**config.mk**
```make
export PLATFORM = sky130hd
export DESIGN_NAME = con_cmd_rx
export DESIGN_NICKNAME = d
export VERILOG_FILES = /design/src/rtl/con_cmd_rx.sv
export SDC_FILE = /design/constraint.sdc
export NUM_CORES = 1
export LEC_CHECK = 0
export BUFFER_PORTS_ARGS = -buffer_cell sky130_fd_sc_hd__buf_2
export CORE_MARGIN = 3
export CORE_UTILIZATION = 59
export CTS_CLUSTER_DIAMETER = 60
export DETAILED_ROUTE_END_ITERATION = 8
export GPL_ROUTABILITY_DRIVEN = 0
export PLACE_DENSITY_LB_ADDON = 0.12
export REMOVE_ABC_BUFFERS = 1
export SYNTH_ARGS = -nofsm -noshare
export SYNTH_HDL_FRONTEND = slang
export SYNTH_SLANG_ARGS = --single-unit
```
**constraint.sdc**
```tcl
create_clock -name clk -period 2.8 [get_ports clk]
set_input_delay 0.28 -clock clk [delete_from_list [all_inputs] [get_ports clk]]
set_output_delay 0.28 -clock clk [all_outputs]
set_load 0.02 [all_outputs]
```
**src/rtl/con_cmd_rx.sv**
```systemverilog
// con_cmd_rx: assembles 4-byte console command frames, validates them,
// starts the console controller and returns one status byte per frame.
module con_cmd_rx #(
  parameter logic [7:0]  HDR        = 8'hA5,
  parameter logic [15:0] RX_GAP_MAX = 16'd50000,
  parameter logic [15:0] EXEC_TMO   = 16'd65535
) (
  input  logic        clk,
  input  logic        rst,
  input  logic        i_rx_vld,
  input  logic [7:0]  i_rx_data,
  output logic        o_start_con,
  output logic [11:0] om_base_addr,
  input  logic        i_done_con,
  input  logic        i_error_con,
  output logic        o_tx_vld,
  output logic [7:0]  o_tx_data,
  input  logic        i_tx_rdy,
  output logic        o_busy,
  output logic        o_rx_drop
);

  localparam int unsigned CNT_W = 16;

  localparam logic [7:0] ST_OK    = 8'h5A;
  localparam logic [7:0] ST_ERR   = 8'hEE;
  localparam logic [7:0] ST_TMO   = 8'hE7;
  localparam logic [7:0] ST_CKSUM = 8'hEC;
  localparam logic [7:0] ST_ADDR  = 8'hEA;

  typedef enum logic [6:0] {
    S_HUNT   = 7'b000_0001,
    S_GET_AH = 7'b000_0010,
    S_GET_AL = 7'b000_0100,
    S_GET_CK = 7'b000_1000,
    S_START  = 7'b001_0000,
    S_WAIT   = 7'b010_0000,
    S_RESP   = 7'b100_0000
  } state_t;

  state_t             state_q, state_d;
  logic [7:0]         ah_q, al_q;
  logic [CNT_W-1:0]   gap_cnt_q, exec_cnt_q;

  logic               in_frame;
  logic               in_busy;
  logic               gap_expired;
  logic               exec_expired;
  logic               addr_bad;
  logic               cksum_bad;

  logic               start_d;
  logic [11:0]        addr_d;
  logic               tx_vld_d;
  logic [7:0]         status_d;
  logic               busy_d;
  logic               drop_d;

  assign in_frame     = (state_q == S_GET_AH) || (state_q == S_GET_AL) || (state_q == S_GET_CK);
  assign in_busy      = (state_q == S_START) || (state_q == S_WAIT) || (state_q == S_RESP);
  assign gap_expired  = (gap_cnt_q == RX_GAP_MAX);
  assign exec_expired = (exec_cnt_q == EXEC_TMO);
  assign addr_bad     = (ah_q[7:4] != 4'h0);
  assign cksum_bad    = (i_rx_data != (HDR ^ ah_q ^ al_q));

  // State register
  always_ff @(posedge clk or posedge rst) begin
    if (rst) state_q <= S_HUNT;
    else     state_q <= state_d;
  end

  // Next-state logic
  always_comb begin
    state_d = state_q;
    case (state_q)
      S_HUNT:   if (i_rx_vld && (i_rx_data == HDR)) state_d = S_GET_AH;
      S_GET_AH: if (i_rx_vld) state_d = S_GET_AL;
                else if (gap_expired) state_d = S_HUNT;
      S_GET_AL: if (i_rx_vld) state_d = S_GET_CK;
                else if (gap_expired) state_d = S_HUNT;
      S_GET_CK: if (i_rx_vld) state_d = (addr_bad || cksum_bad) ? S_RESP : S_START;
                else if (gap_expired) state_d = S_HUNT;
      S_START:  state_d = S_WAIT;
      S_WAIT:   if (i_done_con || i_error_con || exec_expired) state_d = S_RESP;
      S_RESP:   if (i_tx_rdy) state_d = S_HUNT;
      default:  state_d = S_HUNT;
    endcase
  end

  // Output and status next values; registered below
  always_comb begin
    status_d = o_tx_data;
    addr_d   = om_base_addr;
    start_d  = (state_q == S_START);
    tx_vld_d = (state_d == S_RESP);
    busy_d   = (state_d != S_HUNT);
    drop_d   = i_rx_vld && in_busy;
    if ((state_q == S_GET_CK) && i_rx_vld) begin
      if (addr_bad)       status_d = ST_ADDR;
      else if (cksum_bad) status_d = ST_CKSUM;
      else                addr_d   = {ah_q[3:0], al_q};
    end
    if (state_q == S_WAIT) begin
      if (i_done_con)        status_d = ST_OK;
      else if (i_error_con)  status_d = ST_ERR;
      else if (exec_expired) status_d = ST_TMO;
    end
  end

  // Registered outputs
  always_ff @(posedge clk or posedge rst) begin
    if (rst) begin
      o_start_con  <= 1'b0;
      om_base_addr <= 12'h000;
      o_tx_vld     <= 1'b0;
      o_tx_data    <= 8'h00;
      o_busy       <= 1'b0;
      o_rx_drop    <= 1'b0;
    end else begin
      o_start_con  <= start_d;
      om_base_addr <= addr_d;
      o_tx_vld     <= tx_vld_d;
      o_tx_data    <= status_d;
      o_busy       <= busy_d;
      o_rx_drop    <= drop_d;
    end
  end

  // Address byte capture and saturating gap/exec counters
  always_ff @(posedge clk or posedge rst) begin
    if (rst) begin
      ah_q       <= 8'h00;
      al_q       <= 8'h00;
      gap_cnt_q  <= '0;
      exec_cnt_q <= '0;
    end else begin
      if ((state_q == S_GET_AH) && i_rx_vld) ah_q <= i_rx_data;
      if ((state_q == S_GET_AL) && i_rx_vld) al_q <= i_rx_data;

      if (i_rx_vld || !in_frame)      gap_cnt_q <= '0;
      else if (gap_cnt_q != '1)       gap_cnt_q <= gap_cnt_q + CNT_W'(1);

      if (state_q == S_START)         exec_cnt_q <= '0;
      else if ((state_q == S_WAIT) && (exec_cnt_q != '1))
                                      exec_cnt_q <= exec_cnt_q + CNT_W'(1);
    end
  end

endmodule
```
## Yosys cells after proc, flatten, opt, wreduce, memory -nomap -nowiden

Index checks and enable logic that the tools add are counted.

- Flip-flop bits (word level): 79
- Input port bits: 14
- Output and inout bits: 24
- Logic and storage cells: 71

- Add/subtract/negate cells: 2
- Equal/unequal tests: 15
- Mux-type cells: 20
- Bitwise logic cells: 4
- Reduce and logical (&&, ||, !) cells: 19

Operators by type and width:

| cell | count |
|---|---|
| 2-to-1 mux 16 bit | 4 |
| 2-to-1 mux 7 bit | 8 |
| 2-to-1 mux 8 bit | 7 |
| one-hot mux 7 bit (7 select lines) | 1 |
| adder 16 x 1 -> 16 bit, second input constant | 2 |
| == test 16 bit, second input constant | 2 |
| inequality test 16 bit, second input constant | 2 |
| == test 7 bit, second input constant | 2 |
| == test 8 bit, second input constant | 1 |
| logical OR 1 bit | 8 |
| inequality test 8 bit | 1 |
| XOR 8 bit | 1 |
| == test 7 x 1 -> 1 bit, second input constant | 1 |
| == test 7 x 2 -> 1 bit, second input constant | 1 |
| == test 7 x 3 -> 1 bit, second input constant | 1 |
| == test 7 x 4 -> 1 bit, second input constant | 1 |
| == test 7 x 5 -> 1 bit, second input constant | 1 |
| == test 7 x 6 -> 1 bit, second input constant | 1 |
| inequality test 7 x 1 -> 1 bit, second input constant | 1 |
| logical AND 1 bit | 6 |
| NOT 4 bit | 1 |
| nonzero test 2 bit | 2 |
| nonzero test 4 bit | 1 |
| AND reduction 3 bit | 1 |
| other kinds (2) | 3 |

## Depth between registers and ports, before layout

- Depth in word-level cells: 10
- Mapped depth: 8
- Gate-level depth less buffers: 6

## Least setup slack after synthesis

No wires, ideal clock.

- Kind: flip-flop to flip-flop
- Start: register state_q[5]
- End: register om_base_addr[0]
- Library setup time: 0.125 ns
- Arrival: 2.037 ns
- Required time: 2.675 ns
- Slack: 0.638 ns
- Stages on the path, launching flop included: 8
- Path buffers: 2
- Clock period less this slack: 2.162 ns
- Cell sequence: dfrtp_1 > buf_4 > nor4_4 > nand2_1 > or4_4 > nor3_4 > buf_12 > mux2_4

- Cells in the longest elaborated chain, start to end: 3

RTL lines:

| element | RTL line | RTL |
|---|---|---|
| start, declared | 41 | `state_t state_q, state_d;` |
| start signal, assigned | 69 | `else state_q <= state_d;` |
| == test 7 x 4 -> 1 bit | 98 | `if ((state_q == S_GET_CK) && i_rx_vld) begin` |
| logical AND 1 bit | 98 |  |
| AND reduction 3 bit (no source line) | n/a |  |
| end signal, assigned | 121 | `om_base_addr <= addr_d;` |
| end, declared | 13 | `output logic [11:0] om_base_addr,` |

No other way between the ends.
A chain may end at the register's enable or synchronous reset.

## Worst setup path in the final report

- Start: register al_q[4]
- End: register om_base_addr[11]

- Cells in the longest elaborated chain, start to end: 4

RTL lines:

| element | RTL line | RTL |
|---|---|---|
| start, declared | 42 | `logic [7:0] ah_q, al_q;` |
| start signal, assigned | 138 | `if ((state_q == S_GET_AL) && i_rx_vld) al_q <= i_rx_data;` |
| XOR 8 bit | 64 | `assign cksum_bad = (i_rx_data != (HDR ^ ah_q ^ al_q));` |
| inequality test 8 bit | 64 |  |
| NOT 1 bit (no source line) | n/a |  |
| AND reduction 3 bit (no source line) | n/a |  |

No other way between the ends.

==> results_tabular.tex <==
\begin{tabular}{lr}
\hline
Metric & Value \\
\hline
\multicolumn{2}{l}{\textbf{Power}} \\
Total design power & 2.33 mW \\
Max VDD drop & 0.336 mV \\
Leakage power & 2.05 nW \\
Pwr dens & 512 nW/um\^{}2 \\
\multicolumn{2}{l}{\textbf{Die}} \\
Initial Utilization & 62.7\% \\
Count of standard-cell rows & 29 \\
Die Wd & 89.3 um \\
Area of the die & 7980 sq um \\
Top-Level Pins & 38 \\
Die Height & 89.3 um \\
Core Footprint & 6530 sq um \\
\multicolumn{2}{l}{\textbf{Cells and area}} \\
Total inserted antenna cells & 0 \\
Post-route cell area & 4560 sq um \\
Final layout net count & 422 \\
Area delta synth->final & 11.3\% \\
Fraction of final layout cells with drive strength greater than 1 & 24.6\% \\
\multicolumn{2}{l}{\textbf{Routing}} \\
DRC violation count after routing & 0 \\
Detailed Route WL & 7750 um \\
First-pass DRT Iterations & 4 \\
Average wire length per cell after detail routing & 15.9 um \\
DRC violation total after the first TritonRoute iteration & 194 \\
Detail Route Antenna Nets & 0 \\
Detail-routed via count per cell & 5.90 \\
Vias & 2872 \\
\multicolumn{2}{l}{\textbf{CTS}} \\
Buffers from clock root to sink, at most & 2 \\
Clock latency on the worst-skew pair & 0.35 ns \\
Clock root buffer & sky130\_fd\_sc\_hd\_\_clkbuf\_8 \\
Setup Buffers After CTS & 0 \\
Clock tree from TritonCTS & built \\
Total of cells resized after clock tree synthesis & 0 \\
Number of buffers created by CTS & 9 \\
Level count of the clock H-tree & 3 \\
Number of hold-repair buffers added at the cts stage & 0 \\
Clock-pin transition on the worst setup and hold timing paths & 0.08 ns \\
Number of clock sinks seen by CTS & 79 \\
\multicolumn{2}{l}{\textbf{Worst setup path}} \\
Startpoint of the worst register-to-register path & al\_q[4] \\
Crit path max fanout & 12 \\
Element type at the critical path start & flop \\
Critical Path AT & 2.64 ns \\
Worst Setup SP & al\_q[4] \\
Required time of the critical path & 3.04 ns \\
Kind of end point of the critical path & flop \\
Setup Crit Path Kind & flop to flop \\
\multicolumn{2}{l}{\textbf{Logic synthesis}} \\
Compound-gate portion of the synthesized area & 6.32\% \\
Combinational family with the most area after synthesis & simple AND/OR/NAND/NOR gates \\
Area share of the largest cell type after synthesis & 47.6\% \\
Top cell type by total area after synthesis & sky130\_fd\_sc\_hd\_\_dfrtp\_1 \\
Number of warnings reported in the yosys synthesis log & 0 \\
Most frequent cells after synthesis & sky130\_fd\_sc\_hd\_\_dfrtp\_1, sky130\_fd\_sc\_hd\_\_nor2\_1, sky130\_fd\_sc\_hd\_\_xnor2\_1 \\
Most repeated cell in the gate-level netlist after synthesis & sky130\_fd\_sc\_hd\_\_dfrtp\_1 \\
Per-instance average area after synthesis & 11.1 sq um \\
Flip-flop and latch count after synthesis & 79 \\
Post-synth EDFFs & 0 \\
Cells after synthesis & 369 \\
Main synth FF type & sky130\_fd\_sc\_hd\_\_dfrtp\_1 \\
Share of the synthesized netlist area taken by xor and xnor gates & 10.9\% \\
Proportion of synthesized chip area in sequential cells & 48.3\% \\
Area fraction in and, or, nand and nor cells after synthesis & 21.3\% \\
Synth unique cells & 57 \\
Asr flop ratio synth & 100\% \\
Fraction of the mapped netlist area in adder cells & 0.916\% \\
Dominant cells by area after synthesis & sky130\_fd\_sc\_hd\_\_dfrtp\_1, sky130\_fd\_sc\_hd\_\_xnor2\_1, sky130\_fd\_sc\_hd\_\_mux2\_2 \\
Netlist area before placement & 4100 sq um \\
Share of cell area taken by muxes after synthesis & 8.86\% \\
\multicolumn{2}{l}{\textbf{Timing}} \\
Worst-margin pin slew & 0.941 ns \\
Hold WS & 0.0900 ns \\
Final setup violation count & 0 \\
Maximum achievable frequency & 418 MHz \\
RSZ-0062 raised after global routing & no \\
Final Hold Fails & 0 \\
Clock Skews & 0.0131 ns \\
Final number of max-transition violations & 0 \\
Worst max-slew margin expressed relative to the limit & 37.3\% \\
Post-route clock period utilization & 85.5\% \\
Clock period minus worst slack & 2.39 ns \\
\multicolumn{2}{l}{\textbf{GRT}} \\
Largest net degree at the start of global routing & 58 \\
Antenna violations before repair & 0 \\
Wire length of the first global-routing pass & 13300 um \\
Vias in the first global route & 2825 \\
Grt total ovfl & 0 \\
GRT Overall Usage & 21.6\% \\
\multicolumn{2}{l}{\textbf{Place}} \\
Post-detail-place hpwl & 5550 um \\
Count of input and output buffers & 37 \\
Placed Instance Area & 4340 sq um \\
\multicolumn{2}{l}{\textbf{Hold path}} \\
Worst min path class & input port to asynchronous set/reset pin \\
\multicolumn{2}{l}{\textbf{Status}} \\
Run status & complete, no violations \\
\multicolumn{2}{l}{\textbf{Run}} \\
Max-capacitance violation count & 0 \\
\hline
\end{tabular}
==> final timing paths <==
kind | endpoint | slack, ns | cells past startpoint
max | om_base_addr[11] | 0.41 | 6
min | om_base_addr[3] | 0.09 | 2
max reg2reg | om_base_addr[11] | 0.41 | 6
min reg2reg | o_tx_data[6] | 0.48 | 1
max in group asynchronous | gap_cnt_q[0] | 1.97 | 3
min in group clk | ah_q[1] | 0.22 | 2
==> report_power, final <==
part           switching [mW]  total, mW  internal, mW  leakage [nW]
Combinational           0.108      0.197        0.0889         0.857
Sequential             0.0283       1.20          1.17          1.08
Clock                   0.413      0.940         0.527         0.110
Total                   0.549       2.33          1.79          2.05
==> sequential cells by signal (all words and copies together) (netlist names) <==
register and flops:
o_busy 1, gap_cnt_q 16, o_tx_vld 1, o_rx_drop 1, ah_q 8, o_tx_data 8, al_q 8, o_start_con 1
exec_cnt_q 16, om_base_addr 12, state_q 7
==> final cells by class <==
type / instances / area, sq um
Tap cell: 77 / 96.3
Clock buffer: 11 / 141
Clock inverter: 5 / 81.3
Fill cell: 488 / 1970
Inverter: 13 / 50.0
Timing Repair Buffer: 42 / 223
Multi-Input combinational cell: 260 / 1990
Sequential cell: 79 / 1980
==> placed cells by master (no fill, tap or decap), types with 4 or more instances in the layout <==
cell,Yosys,layout
sky130_fd_sc_hd__o21ai_0,11,11
sky130_fd_sc_hd__xnor2_1,32,32
sky130_fd_sc_hd__nand4_1,7,7
sky130_fd_sc_hd__nand2_1,25,25
sky130_fd_sc_hd__nor2_1,44,44
sky130_fd_sc_hd__nand3_1,10,10
sky130_fd_sc_hd__inv_1,13,12
sky130_fd_sc_hd__mux2_4,10,10
sky130_fd_sc_hd__buf_4,1,5
sky130_fd_sc_hd__a211oi_1,6,6
sky130_fd_sc_hd__clkbuf_8,0,10
sky130_fd_sc_hd__and4_1,4,4
sky130_fd_sc_hd__buf_2,6,37
sky130_fd_sc_hd__nor4_1,16,16
sky130_fd_sc_hd__mux2_2,18,18
sky130_fd_sc_hd__nor3_1,9,9
sky130_fd_sc_hd__nor4b_1,5,5
sky130_fd_sc_hd__dfrtp_1,78,78
==> critical path, stage by stage (launching register included) <==
cell                      delay [ns]
sky130_fd_sc_hd__dfrtp_1        0.38
sky130_fd_sc_hd__xor3_2         0.47
sky130_fd_sc_hd__nor4_4         0.38
sky130_fd_sc_hd__nand4_4        0.20
sky130_fd_sc_hd__nor3_4         0.21
sky130_fd_sc_hd__buf_4          0.27
sky130_fd_sc_hd__mux2_2         0.36
==> through the flow <==
stage               TNS, ns  instances  setup WS (ns)  util, %
floorplan            -0.120        352        -0.0604        -
global placement          0        471          0.516     66.4
detailed placement        0        471          0.450     66.4
CTS                       0        487          0.437     69.8
global route              0        487          0.321     69.8
finish                    0        487          0.405     69.8
==> layer usage <==
layer	up-vias	part of all wire (%)	track usage [%]
li1	1391	-	-
met1	1418	48	31.0
met2	54	46	33.4
met3	9	3.8	3.59
met4	0	1.4	7.04
met5	-	0	0
==> cell families (layout without fill, tap and decap cells) <==
kind of cell / Yosys count / count (layout)
simple gates: 150 / 150
xor+xnor: 41 / 41
buf+inv: 30 / 71
fa+ha+maj: 3 / 3
mux: 29 / 29
compound gates: 37 / 37
flops: 79 / 79
Power figures use the tool's default switching activity.
